===== src/rtl/mc_pkg.sv =====
// Shared encodings for the multicycle control unit: FSM states, opcodes and
// datapath select codes (aluop codes are also consumed by alucont).
package mc_pkg;

    typedef enum logic [3:0] {
        S_FETCH  = 4'd0,
        S_DECODE = 4'd1,
        S_MEMADR = 4'd2,
        S_MEMRD  = 4'd3,
        S_MEMWB  = 4'd4,
        S_MEMWR  = 4'd5,
        S_EXEC   = 4'd6,
        S_RWB    = 4'd7,
        S_BRANCH = 4'd8,
        S_JUMP   = 4'd9,
        S_ADDIEX = 4'd10,
        S_ADDIWB = 4'd11
    } state_t;

    localparam logic [5:0] OP_RTYPE = 6'b000000;
    localparam logic [5:0] OP_LW    = 6'b100011;
    localparam logic [5:0] OP_SW    = 6'b101011;
    localparam logic [5:0] OP_BEQ   = 6'b000100;
    localparam logic [5:0] OP_J     = 6'b000010;
    localparam logic [5:0] OP_ADDI  = 6'b001000;

    localparam logic [1:0] PCSRC_ALU    = 2'b00;
    localparam logic [1:0] PCSRC_ALUOUT = 2'b01;
    localparam logic [1:0] PCSRC_JUMP   = 2'b10;

    localparam logic [1:0] ALUOP_ADD   = 2'b00;
    localparam logic [1:0] ALUOP_SUB   = 2'b01;
    localparam logic [1:0] ALUOP_FUNCT = 2'b10;

    localparam logic [1:0] SRCB_B      = 2'b00;
    localparam logic [1:0] SRCB_FOUR   = 2'b01;
    localparam logic [1:0] SRCB_IMM    = 2'b10;
    localparam logic [1:0] SRCB_IMMSH2 = 2'b11;

    typedef struct packed {
        logic       pcwrite;
        logic       pcwritecond;
        logic       iord;
        logic       memread;
        logic       memwrite;
        logic       memtoreg;
        logic       irwrite;
        logic       alusrca;
        logic       regwrite;
        logic       regdst;
        logic [1:0] pcsource;
        logic [1:0] aluop;
        logic [1:0] alusrcb;
    } ctrl_t;

    function automatic logic is_legal_op(input logic [5:0] op);
        case (op)
            OP_RTYPE, OP_LW, OP_SW, OP_BEQ, OP_J, OP_ADDI: is_legal_op = 1'b1;
            default:                                       is_legal_op = 1'b0;
        endcase
    endfunction

endpackage


===== src/rtl/mc_outdec.sv =====
// Moore output decoder: maps the current state to datapath strobes/selects.
// Only the FETCH irwrite/pcwrite strobes depend on an input (mem_ready).
module mc_outdec
    import mc_pkg::*;
(
    input  state_t     state,
    input  logic       mem_ready,
    output ctrl_t      ctrl
);

    always_comb begin
        ctrl = '0;
        case (state)
            S_FETCH: begin
                ctrl.memread = 1'b1;
                ctrl.alusrcb = SRCB_FOUR;
                ctrl.irwrite = mem_ready;
                ctrl.pcwrite = mem_ready;
            end
            S_DECODE: begin
                ctrl.alusrcb = SRCB_IMMSH2;
            end
            S_MEMADR, S_ADDIEX: begin
                ctrl.alusrca = 1'b1;
                ctrl.alusrcb = SRCB_IMM;
            end
            S_MEMRD: begin
                ctrl.memread = 1'b1;
                ctrl.iord    = 1'b1;
            end
            S_MEMWB: begin
                ctrl.regwrite = 1'b1;
                ctrl.memtoreg = 1'b1;
            end
            S_MEMWR: begin
                ctrl.memwrite = 1'b1;
                ctrl.iord     = 1'b1;
            end
            S_EXEC: begin
                ctrl.alusrca = 1'b1;
                ctrl.aluop   = ALUOP_FUNCT;
            end
            S_RWB: begin
                ctrl.regwrite = 1'b1;
                ctrl.regdst   = 1'b1;
            end
            S_BRANCH: begin
                ctrl.alusrca     = 1'b1;
                ctrl.aluop       = ALUOP_SUB;
                ctrl.pcwritecond = 1'b1;
                ctrl.pcsource    = PCSRC_ALUOUT;
            end
            S_JUMP: begin
                ctrl.pcwrite  = 1'b1;
                ctrl.pcsource = PCSRC_JUMP;
            end
            S_ADDIWB: begin
                ctrl.regwrite = 1'b1;
            end
            default: ctrl = '0;
        endcase
    end

endmodule


===== src/rtl/multicycle_ctrl.sv =====
// Multicycle control FSM: state register, next-state logic with memory
// wait states, and the retired-instruction counter.
module multicycle_ctrl
    import mc_pkg::*;
(
    input  logic        clk,
    input  logic        reset,
    input  logic [5:0]  opcode,
    input  logic        mem_ready,
    output logic        pcwrite,
    output logic        pcwritecond,
    output logic        iord,
    output logic        memread,
    output logic        memwrite,
    output logic        memtoreg,
    output logic        irwrite,
    output logic        alusrca,
    output logic        regwrite,
    output logic        regdst,
    output logic [1:0]  pcsource,
    output logic [1:0]  aluop,
    output logic [1:0]  alusrcb,
    output logic        illegal,
    output logic [31:0] instret,
    output logic [3:0]  state
);

    state_t      state_q, state_d;
    logic [31:0] instret_q, instret_d;
    logic        retire;
    ctrl_t       ctrl_raw;
    ctrl_t       ctrl;

    always_comb begin
        state_d = state_q;
        retire  = 1'b0;
        case (state_q)
            S_FETCH:  if (mem_ready) state_d = S_DECODE;
            S_DECODE: begin
                case (opcode)
                    OP_LW, OP_SW: state_d = S_MEMADR;
                    OP_RTYPE:     state_d = S_EXEC;
                    OP_BEQ:       state_d = S_BRANCH;
                    OP_J:         state_d = S_JUMP;
                    OP_ADDI:      state_d = S_ADDIEX;
                    default:      state_d = S_FETCH;
                endcase
            end
            S_MEMADR: state_d = (opcode == OP_SW) ? S_MEMWR : S_MEMRD;
            S_MEMRD:  if (mem_ready) state_d = S_MEMWB;
            S_MEMWR: begin
                if (mem_ready) begin
                    state_d = S_FETCH;
                    retire  = 1'b1;
                end
            end
            S_EXEC:   state_d = S_RWB;
            S_ADDIEX: state_d = S_ADDIWB;
            S_MEMWB, S_RWB, S_ADDIWB, S_BRANCH, S_JUMP: begin
                state_d = S_FETCH;
                retire  = 1'b1;
            end
            default:  state_d = S_FETCH;
        endcase
        instret_d = instret_q + {31'b0, retire};
    end

    always_ff @(posedge clk) begin
        if (reset) begin
            state_q   <= S_FETCH;
            instret_q <= '0;
        end else begin
            state_q   <= state_d;
            instret_q <= instret_d;
        end
    end

    mc_outdec u_outdec (
        .state     (state_q),
        .mem_ready (mem_ready),
        .ctrl      (ctrl_raw)
    );

    // Reset blanks every output combinationally, even when the state register
    // still holds a stale MEMWR from before reset was raised.
    always_comb begin
        ctrl    = reset ? '0 : ctrl_raw;
        illegal = !reset && (state_q == S_DECODE) && !is_legal_op(opcode);
        state   = reset ? '0 : state_q;
        instret = reset ? '0 : instret_q;
    end

    assign pcwrite     = ctrl.pcwrite;
    assign pcwritecond = ctrl.pcwritecond;
    assign iord        = ctrl.iord;
    assign memread     = ctrl.memread;
    assign memwrite    = ctrl.memwrite;
    assign memtoreg    = ctrl.memtoreg;
    assign irwrite     = ctrl.irwrite;
    assign alusrca     = ctrl.alusrca;
    assign regwrite    = ctrl.regwrite;
    assign regdst      = ctrl.regdst;
    assign pcsource    = ctrl.pcsource;
    assign aluop       = ctrl.aluop;
    assign alusrcb     = ctrl.alusrcb;

endmodule


===== config.mk =====
export PLATFORM = sky130hd
export DESIGN_NAME = multicycle_ctrl
export DESIGN_NICKNAME = d
export VERILOG_FILES = /design/src/rtl/mc_pkg.sv /design/src/rtl/mc_outdec.sv /design/src/rtl/multicycle_ctrl.sv
export SDC_FILE = /design/constraint.sdc
export NUM_CORES = 1
export LEC_CHECK = 0
export ABC_CLOCK_PERIOD_IN_PS = 5400
export CORE_ASPECT_RATIO = 1.2
export CORE_MARGIN = 4
export CORE_UTILIZATION = 53
export CTS_CLUSTER_SIZE = 8
export DETAILED_ROUTE_END_ITERATION = 10
export GPL_TIMING_DRIVEN = 0
export PLACE_DENSITY = 0.91
export SYNTH_ARGS = -nofsm -noshare
export SYNTH_HDL_FRONTEND = slang
export SYNTH_HIERARCHICAL = 1
export SYNTH_SLANG_ARGS = --single-unit

===== constraint.sdc =====
create_clock -name clk -period 5.4 [get_ports clk]
set_input_delay 0.54 -clock clk [delete_from_list [all_inputs] [get_ports clk]]
set_output_delay 0.54 -clock clk [all_outputs]
set_load 0.03 [all_outputs]

==> metrics.txt, run 1 <==
# TYPE chip_impl_metric gauge
chip_impl_metric{name="grt.overflow.total",unit=""} 0
chip_impl_metric{name="area_of_combinational_cells_with_multiple_inputs",unit="um^2"} 1510
chip_impl_metric{name="placed_cells_incl_taps",unit=""} 423
chip_impl_metric{name="p_switching",unit="uW"} 144
chip_impl_metric{name="cts_made_buffers",unit=""} 5
chip_impl_metric{name="initial_utilization",unit="%"} 54.9
chip_impl_metric{name="clk_transition_reported_paths",unit="ns"} 0.07
chip_impl_info{name="ctsRootBufferMaster",value="clkbuf_8"} 1
chip_impl_metric{name="power_density",unit="nW/um^2"} 184
chip_impl_metric{name="max_freq",unit="MHz"} 303
chip_impl_metric{name="cts_resized",unit=""} 0
chip_impl_metric{name="detail_route.drc_violations",unit=""} 0
chip_impl_metric{name="fin_skew",unit="ns"} 0.00272
chip_impl_info{name="synth_area_leader_cell",value="dfxtp_1"} 1
chip_impl_metric{name="timing.critical_path.fanout_max",unit=""} 10
chip_impl_metric{name="post_layout_nonfiller_instances",unit=""} 431
chip_impl_metric{name="postCtsHoldBufs",unit=""} 0
chip_impl_info{name="startpoint_type",value="input pin"} 1
chip_impl_metric{name="fin_setup_tns",unit="ns"} 0
chip_impl_metric{name="crit_path_max_incr_delay",unit="ns"} 0.62
chip_impl_metric{name="arrival_time_of_data_at_the_critical_path_endpoint",unit="ns"} 2.76
chip_impl_metric{name="dp_worst_setup_slack",unit="ns"} 1.94
chip_impl_metric{name="ctsHtreeMaxLevel",unit=""} 2
chip_impl_info{name="synth.most_common_cell",value="nor2b_1"} 1
chip_impl_info{name="synth.top_cells.by_count",value="nor2b_1, dfxtp_1, nor2_1, a21oi_1, nand2_1"} 1
chip_impl_info{name="tritoncts_clock_tree",value="done"} 1
chip_impl_metric{name="netlist_instances",unit=""} 306
chip_impl_metric{name="maximum_number_of_pins_on_one_net_before_global_route_repair",unit=""} 18
chip_impl_metric{name="hold_viol_final",unit=""} 0
chip_impl_metric{name="initial_antenna_violation_count",unit=""} 0
chip_impl_metric{name="global_placer_s_final_weighted_congestion",unit=""} 0.984
chip_impl_metric{name="post_synth_instance_area",unit="um^2"} 2360
chip_impl_info{name="end_kind",value="output pin"} 1
chip_impl_metric{name="placementRows",unit=""} 26
chip_impl_metric{name="p_comb_share",unit="%"} 12.2
chip_impl_metric{name="worstPathBufferInverterCount",unit=""} 4
chip_impl_metric{name="final_setup_viols",unit=""} 0
chip_impl_metric{name="firstDrtPassIters",unit=""} 4
chip_impl_metric{name="clock_sink_count",unit=""} 36
chip_impl_metric{name="synth_sequential_area_ratio",unit="%"} 30.6
chip_impl_metric{name="postSynthRegisterBits",unit=""} 36
chip_impl_metric{name="fin_nets",unit=""} 385
chip_impl_metric{name="finalHoldWorstSlack",unit="ns"} 0.489
chip_impl_metric{name="port_buffers",unit=""} 61
chip_impl_metric{name="post_route_cells_drive_above_1_share",unit="%"} 5.07
chip_impl_info{name="post_synth_main_area_contributors",value="dfxtp_1, nor2b_1, nor2_1"} 1
chip_impl_metric{name="finish.utilization",unit="%"} 73.3
chip_impl_metric{name="timing.final.crit_share",unit="%"} 61.1
chip_impl_metric{name="synth_nets",unit=""} 317
chip_impl_metric{name="die_area",unit="um^2"} 5580
chip_impl_metric{name="synth_warnings",unit=""} 6
chip_impl_metric{name="synth_top_cell_area_share",unit="%"} 30.6
chip_impl_info{name="synth_ff_type",value="dfxtp_1"} 1
chip_impl_info{name="hold_start",value="instret_q[31]"} 1
chip_impl_metric{name="cell_internal_power",unit="uW"} 434
chip_impl_metric{name="slew_headroom",unit="%"} 58.0
chip_impl_info{name="status",value="complete, no violations"} 1
chip_impl_metric{name="post_synth.cell_area_avg",unit="um^2"} 7.70
chip_impl_metric{name="peakVddDrop",unit="mV"} 0.188
chip_impl_metric{name="async_flop_share",unit="%"} 0
chip_impl_metric{name="detail_route.vias_per_cell",unit=""} 5.74
chip_impl_metric{name="vias",unit=""} 2476
chip_impl_metric{name="diodes",unit=""} 0
chip_impl_metric{name="routedWlPerCell",unit="um"} 13.9
chip_impl_metric{name="worst_slew_pin_slew",unit="ns"} 0.614
chip_impl_info{name="cp_slowest_cell",value="clkdlybuf4s50_1"} 1
chip_impl_metric{name="clk_path_buf_depth",unit=""} 2
chip_impl_metric{name="period_minus_slack",unit="ns"} 3.30
chip_impl_metric{name="routed_wirelength",unit="mm"} 6.00
chip_impl_metric{name="power_frac_clock",unit="%"} 40.8
chip_impl_metric{name="coreArea",unit="um^2"} 4290
chip_impl_metric{name="fp.dieH",unit="um"} 81.0
chip_impl_info{name="hold_path.class",value="reg -> reg"} 1
chip_impl_metric{name="layout-area-overhead-vs-synth",unit="%"} 33.6
chip_impl_metric{name="drt_iter0_drc",unit=""} 126
chip_impl_info{name="critPathTopFamily",value="buffers and inverters"} 1
chip_impl_info{name="startpoint",value="reset"} 1
chip_impl_info{name="reg2reg_from",value="state_q[2]"} 1
chip_impl_metric{name="sequentialPowerShare",unit="%"} 46.9
chip_impl_metric{name="regArea",unit="um^2"} 721
chip_impl_metric{name="number_of_distinct_library_cells_after_synthesis",unit=""} 45
chip_impl_metric{name="synth_enable_flop_cells",unit=""} 0
chip_impl_metric{name="grt_pass1_wl",unit="mm"} 10.1
chip_impl_metric{name="dieWidth",unit="um"} 68.9
chip_impl_metric{name="post-dp-hpwl",unit="mm"} 4.53
chip_impl_metric{name="p_leak",unit="nW"} 1.02
chip_impl_metric{name="number_of_global_route_vias_before_repair",unit=""} 2310
chip_impl_info{name="criticalPathCategory",value="in -> out"} 1
chip_impl_metric{name="filler_cell_count",unit=""} 364
chip_impl_metric{name="wp_data_required",unit="ns"} 4.86
chip_impl_metric{name="pin_count",unit=""} 62
chip_impl_info{name="grt_setup_unrepaired",value="no"} 1
chip_impl_metric{name="globalRouteTotalUtil",unit="%"} 22.9
chip_impl_metric{name="max_cap_violations",unit=""} 0
chip_impl_metric{name="power_switching_share",unit="%"} 24.9
chip_impl_metric{name="final.setup.worst_slack",unit="ns"} 2.10
chip_impl_metric{name="clk_latency",unit="ns"} 0.29
chip_impl_metric{name="post-cts-setup-buffer-count",unit=""} 0
chip_impl_metric{name="drt.antenna.violating_nets",unit=""} 0
chip_impl_info{name="worstPathCellList",value="clkdlybuf4s50_1, clkbuf_1, clkbuf_1, nor2_1, clkdlybuf4s50_1"} 1
chip_impl_metric{name="timing.final.max_slew_violations",unit=""} 0
worst register-to-register path, cell delays in order, from the launching register on:
cell and delay, ns:
dfxtp_1 0.41, clkbuf_1 0.35, nor2_1 0.18, nor3_1 0.29, ha_1 0.24, ha_1 0.22
nand3_1 0.14, or4_1 0.64, or4_1 0.44, a21oi_1 0.14
cells in the final DEF, fill, tap and decap left out, types with 2 or more instances in the layout:
| cell | instances |
|---|---|
| a211oi_1 | 3 |
| a21oi_1 | 19 |
| and2_1 | 3 |
| and3_1 | 3 |
| and4_1 | 4 |
| buf_2 | 4 |
| buf_6 | 2 |
| clkbuf_1 | 13 |
| clkbuf_8 | 5 |
| clkdlybuf4s50_1 | 61 |
| dfxtp_1 | 36 |
| ha_1 | 2 |
| inv_1 | 5 |
| mux2_1 | 2 |
| mux2_2 | 2 |
| nand2_1 | 18 |
| nand2b_1 | 2 |
| nand3_1 | 7 |
| nand4_1 | 10 |
| nor2_1 | 27 |
| nor2b_1 | 51 |
| nor3_1 | 13 |
| nor3b_1 | 4 |
| o211ai_1 | 2 |
| o21ai_0 | 11 |
| o2bb2ai_1 | 2 |
| o31a_1 | 2 |
| o31ai_1 | 9 |
| or3_1 | 9 |
| or3b_1 | 2 |
| or4_1 | 12 |
| xnor2_1 | 7 |
| xor2_1 | 6 |
sequential cells by signal, summed over array words and instances (netlist names):
signal     cells
state_q        4
instret_q     32
kinds of logic after synthesis:
family,synth area share [%]
AND/OR/NAND/NOR,41.7
adder cells (fa/ha/maj),1.06
flip-flops,30.6
AO/OA/AOI/OAI,14.7
multiplexers,1.91
XOR/XNOR,4.83
buffers and inverters,5.15
power by group through the flow:
stage | Clock [mW] | Combinational, mW | Sequential [mW]
floorplan | 0 | 0.0450 | 0.276
global placement | 0 | 0.0696 | 0.277
detailed placement | 0 | 0.0703 | 0.277
CTS | 0.239 | 0.0707 | 0.271
global route | 0.251 | 0.0767 | 0.272
finish | 0.236 | 0.0707 | 0.271
final cells by class:
type | instances | area share, %
multi-input cells | 244 | 48.1
flip-flops and latches | 36 | 22.9
repair buffers | 61 | 19.4
plain buffers | 21 | 3.26
well taps | 56 | 2.23
clock buffers | 5 | 2.19
clock inverters | 3 | 1.35
inverters | 5 | 0.596
through the flow:
step,power [mW],area [um^2]
after floorplan,0.321,2360
after global placement,0.347,3040
after detailed placement,0.347,3040
after CTS,0.581,3150
after global routing,0.599,3150
final,0.578,3150
final timing paths:
kind	slack, ns	cells past startpoint	to
max	2.10	5	instret[4]
min	0.49	2	instret_q[31]
max reg2reg	2.27	9	instret_q[26]
min reg2reg	0.49	2	instret_q[31]
routing by layer:
layer / GRT usage (%) / vias to the layer above / routed length [um]
li1: - / 1226 / -
met1: 28.0 / 1145 / 2490
met2: 39.8 / 95 / 3070
met3: 4.70 / 10 / 347
met4: 6.82 / 0 / 91
met5: 0 / - / 0
Note: power is estimated with default switching activity, not from simulation.
==> run 2: changes to the inputs <==
Settings changed: ABC_CLOCK_PERIOD_IN_PS 5400 to 2900, CORE_UTILIZATION 53 to 44, PLACE_DENSITY 0.91 to 0.81.
Clock period 5.4 ns to 2.9 ns, I/O delays scaled along.
==> run 2 against run 1 <==
Worst setup slack got worse by 1.9 ns. Sequential cell count unchanged. Critical path depth grew 5. Sequential power increased by 87%. Sequential share of layout area increased by 0.35 points. Core utilization is 11 points lower. Combinational power up 90%. Register-to-register slack worse by 2.1 ns. Non-clock buffer count fell by 3. Count of clock-buffer cells in the layout is 1 higher. Final area decreased by 0.48%. Via count decreased by 2.3%.
==> metrics.txt, run 2 (synthesis results as in run 1) <==
# TYPE chip_impl_metric gauge
chip_impl_info{name="status",value="complete, no violations"} 1
chip_impl_info{name="end_kind",value="flop"} 1
chip_impl_metric{name="post-dp-hpwl",unit="mm"} 4.62
chip_impl_metric{name="filler_cell_count",unit=""} 482
chip_impl_metric{name="fin_nets",unit=""} 382
chip_impl_metric{name="wp_data_required",unit="ns"} 3.12
chip_impl_metric{name="clk_latency",unit="ns"} 0.29
chip_impl_metric{name="ctsHtreeMaxLevel",unit=""} 2
chip_impl_metric{name="grt_pass1_wl",unit="mm"} 10.1
chip_impl_metric{name="drt_iter0_drc",unit=""} 126
chip_impl_metric{name="pin_count",unit=""} 62
chip_impl_metric{name="number_of_global_route_vias_before_repair",unit=""} 2265
chip_impl_metric{name="maximum_number_of_pins_on_one_net_before_global_route_repair",unit=""} 18
chip_impl_metric{name="diodes",unit=""} 0
chip_impl_metric{name="final_setup_viols",unit=""} 0
chip_impl_metric{name="timing.critical_path.fanout_max",unit=""} 8
chip_impl_info{name="startpoint_type",value="flop"} 1
chip_impl_metric{name="coreArea",unit="um^2"} 5040
chip_impl_metric{name="post_route_cells_drive_above_1_share",unit="%"} 6.74
chip_impl_metric{name="detail_route.vias_per_cell",unit=""} 5.61
chip_impl_info{name="layout.cells.most_common",value="clkdlybuf4s50_1"} 1
chip_impl_metric{name="clock_sink_count",unit=""} 36
chip_impl_metric{name="area_of_combinational_cells_with_multiple_inputs",unit="um^2"} 1530
chip_impl_info{name="grt_setup_unrepaired",value="yes"} 1
chip_impl_metric{name="grt.overflow.total",unit=""} 0
chip_impl_metric{name="clk_path_buf_depth",unit=""} 2
chip_impl_metric{name="globalRouteTotalUtil",unit="%"} 19.6
chip_impl_metric{name="p_leak",unit="nW"} 1.01
chip_impl_info{name="criticalPathCategory",value="reg -> reg"} 1
chip_impl_metric{name="post_layout_nonfiller_instances",unit=""} 431
chip_impl_metric{name="initial_utilization",unit="%"} 46.7
chip_impl_metric{name="timing.final.crit_share",unit="%"} 94.4
chip_impl_info{name="hold_start",value="instret_q[31]"} 1
chip_impl_metric{name="fin_skew",unit="ns"} 0.00450
chip_impl_metric{name="layout-area-overhead-vs-synth",unit="%"} 33.0
chip_impl_metric{name="flip_flop_count_of_the_largest_register_all_copies_and_words_added",unit=""} 32
chip_impl_metric{name="die_area",unit="um^2"} 6590
chip_impl_metric{name="global_placer_s_final_weighted_congestion",unit=""} 0.904
chip_impl_info{name="ctsRootBufferMaster",value="clkbuf_8"} 1
chip_impl_info{name="largest_register",value="instret_q"} 1
chip_impl_info{name="tritoncts_clock_tree",value="done"} 1
chip_impl_metric{name="fp.dieH",unit="um"} 88.2
chip_impl_metric{name="post-route-cell-area",unit="um^2"} 3130
chip_impl_metric{name="period_minus_slack",unit="ns"} 2.74
chip_impl_metric{name="timing.final.max_slew_violations",unit=""} 0
chip_impl_info{name="hold_path.class",value="reg -> reg"} 1
chip_impl_metric{name="placedInstanceArea",unit="um^2"} 3040
chip_impl_metric{name="arrival_time_of_data_at_the_critical_path_endpoint",unit="ns"} 2.96
chip_impl_metric{name="detail_route.drc_violations",unit=""} 0
chip_impl_metric{name="vias",unit=""} 2420
chip_impl_metric{name="placed_cells_incl_taps",unit=""} 427
chip_impl_metric{name="firstDrtPassIters",unit=""} 4
chip_impl_info{name="layout_top_registers",value="instret_q x32, state_q x4"} 1
chip_impl_metric{name="clk_transition_reported_paths",unit="ns"} 0.07
chip_impl_metric{name="hold_viol_final",unit=""} 0
chip_impl_info{name="highest_count_cells_in_the_layout_ignoring_fill_and_taps",value="clkdlybuf4s50_1, nor2b_1, dfxtp_1"} 1
chip_impl_metric{name="drt.antenna.violating_nets",unit=""} 0
chip_impl_info{name="reg2reg_from",value="state_q[1]"} 1
chip_impl_metric{name="regArea",unit="um^2"} 728
chip_impl_metric{name="initial_antenna_violation_count",unit=""} 0
chip_impl_metric{name="worst_slew_pin_slew",unit="ns"} 0.683
chip_impl_metric{name="placementRows",unit=""} 28
chip_impl_metric{name="power_density",unit="nW/um^2"} 314
chip_impl_metric{name="max_cap_violations",unit=""} 0
chip_impl_metric{name="port_buffers",unit=""} 61
chip_impl_metric{name="max_freq",unit="MHz"} 365
chip_impl_metric{name="routed_wirelength",unit="mm"} 6.10
chip_impl_metric{name="peakVddDrop",unit="mV"} 0.201
chip_impl_info{name="startpoint",value="state_q[1]"} 1
chip_impl_metric{name="routedWlPerCell",unit="um"} 14.1
chip_impl_metric{name="dieWidth",unit="um"} 74.8
chip_impl_metric{name="cts_made_buffers",unit=""} 5
chip_impl_metric{name="slew_headroom",unit="%"} 53.3
-- run 2: power breakdown --
| part | switching (mW) | internal [mW] |
|---|---|---|
| Sequential | 0.00978 | 0.496 |
| Combinational | 0.0749 | 0.0586 |
| Clock | 0.180 | 0.163 |
-- run 2: path summary, 6_finish.rpt --
kind / end / slack [ns] / cells past startpoint
setup / recovery: instret_q[26] / 0.16 / 10
hold / removal: instret_q[31] / 0.48 / 2
setup reg to reg: instret_q[26] / 0.16 / 10
hold reg to reg: instret_q[31] / 0.48 / 2
-- run 2: critical path, stage by stage (launching register included) --
cell and delay (ns):
dfxtp_4 0.39, nand2b_4 0.14, nor2_1 0.06, o21a_1 0.17, nor3_1 0.17, ha_2 0.24
ha_1 0.20, nand3_1 0.15, or4_4 0.59, or4_1 0.41, a21oi_1 0.15
-- run 2: cell type report --
class	instances	area share, %
inverter	5	0.599
buffer	18	2.96
timing repair buffer	61	19.6
clock inverter	1	0.160
sequential	36	23.2
multi-input combinational	244	48.8
clock buffer	6	2.32
tap	60	2.40
-- run 2: stage by stage --
stage	setup WS (ns)	hold WS (ns)	TNS (ns)	utilization, %	total power [mW]
after floorplan	0.282	0.447	0	-	0.597
after global routing	-0.0229	0.521	-0.0235	62.1	1.02
final	0.163	0.484	0	62.1	0.983
after CTS	0.00697	0.484	0	61.8	0.993
after global placement	-0.239	0.458	-1.72	60.3	0.647
after detailed placement	-0.292	0.474	-2.03	60.3	0.650
-- run 2: metal layers --
layer	part of all wire [%]	global-route usage (%)	vias to the layer above	routed length (um)
met2	50	35.0	70	3050
met5	0	0	-	0
li1	-	-	1222	-
met1	42	21.8	1115	2540
met3	5.9	5.17	13	358
met4	2.4	7.61	0	149
-- run 2: timing repair --
item,CTS,global route
setup endpoints to repair,7,8
gates resized for setup,3,8
hold buffers,0,0
pin swaps,0,0
cloned,0,0
buffers inserted,0,0
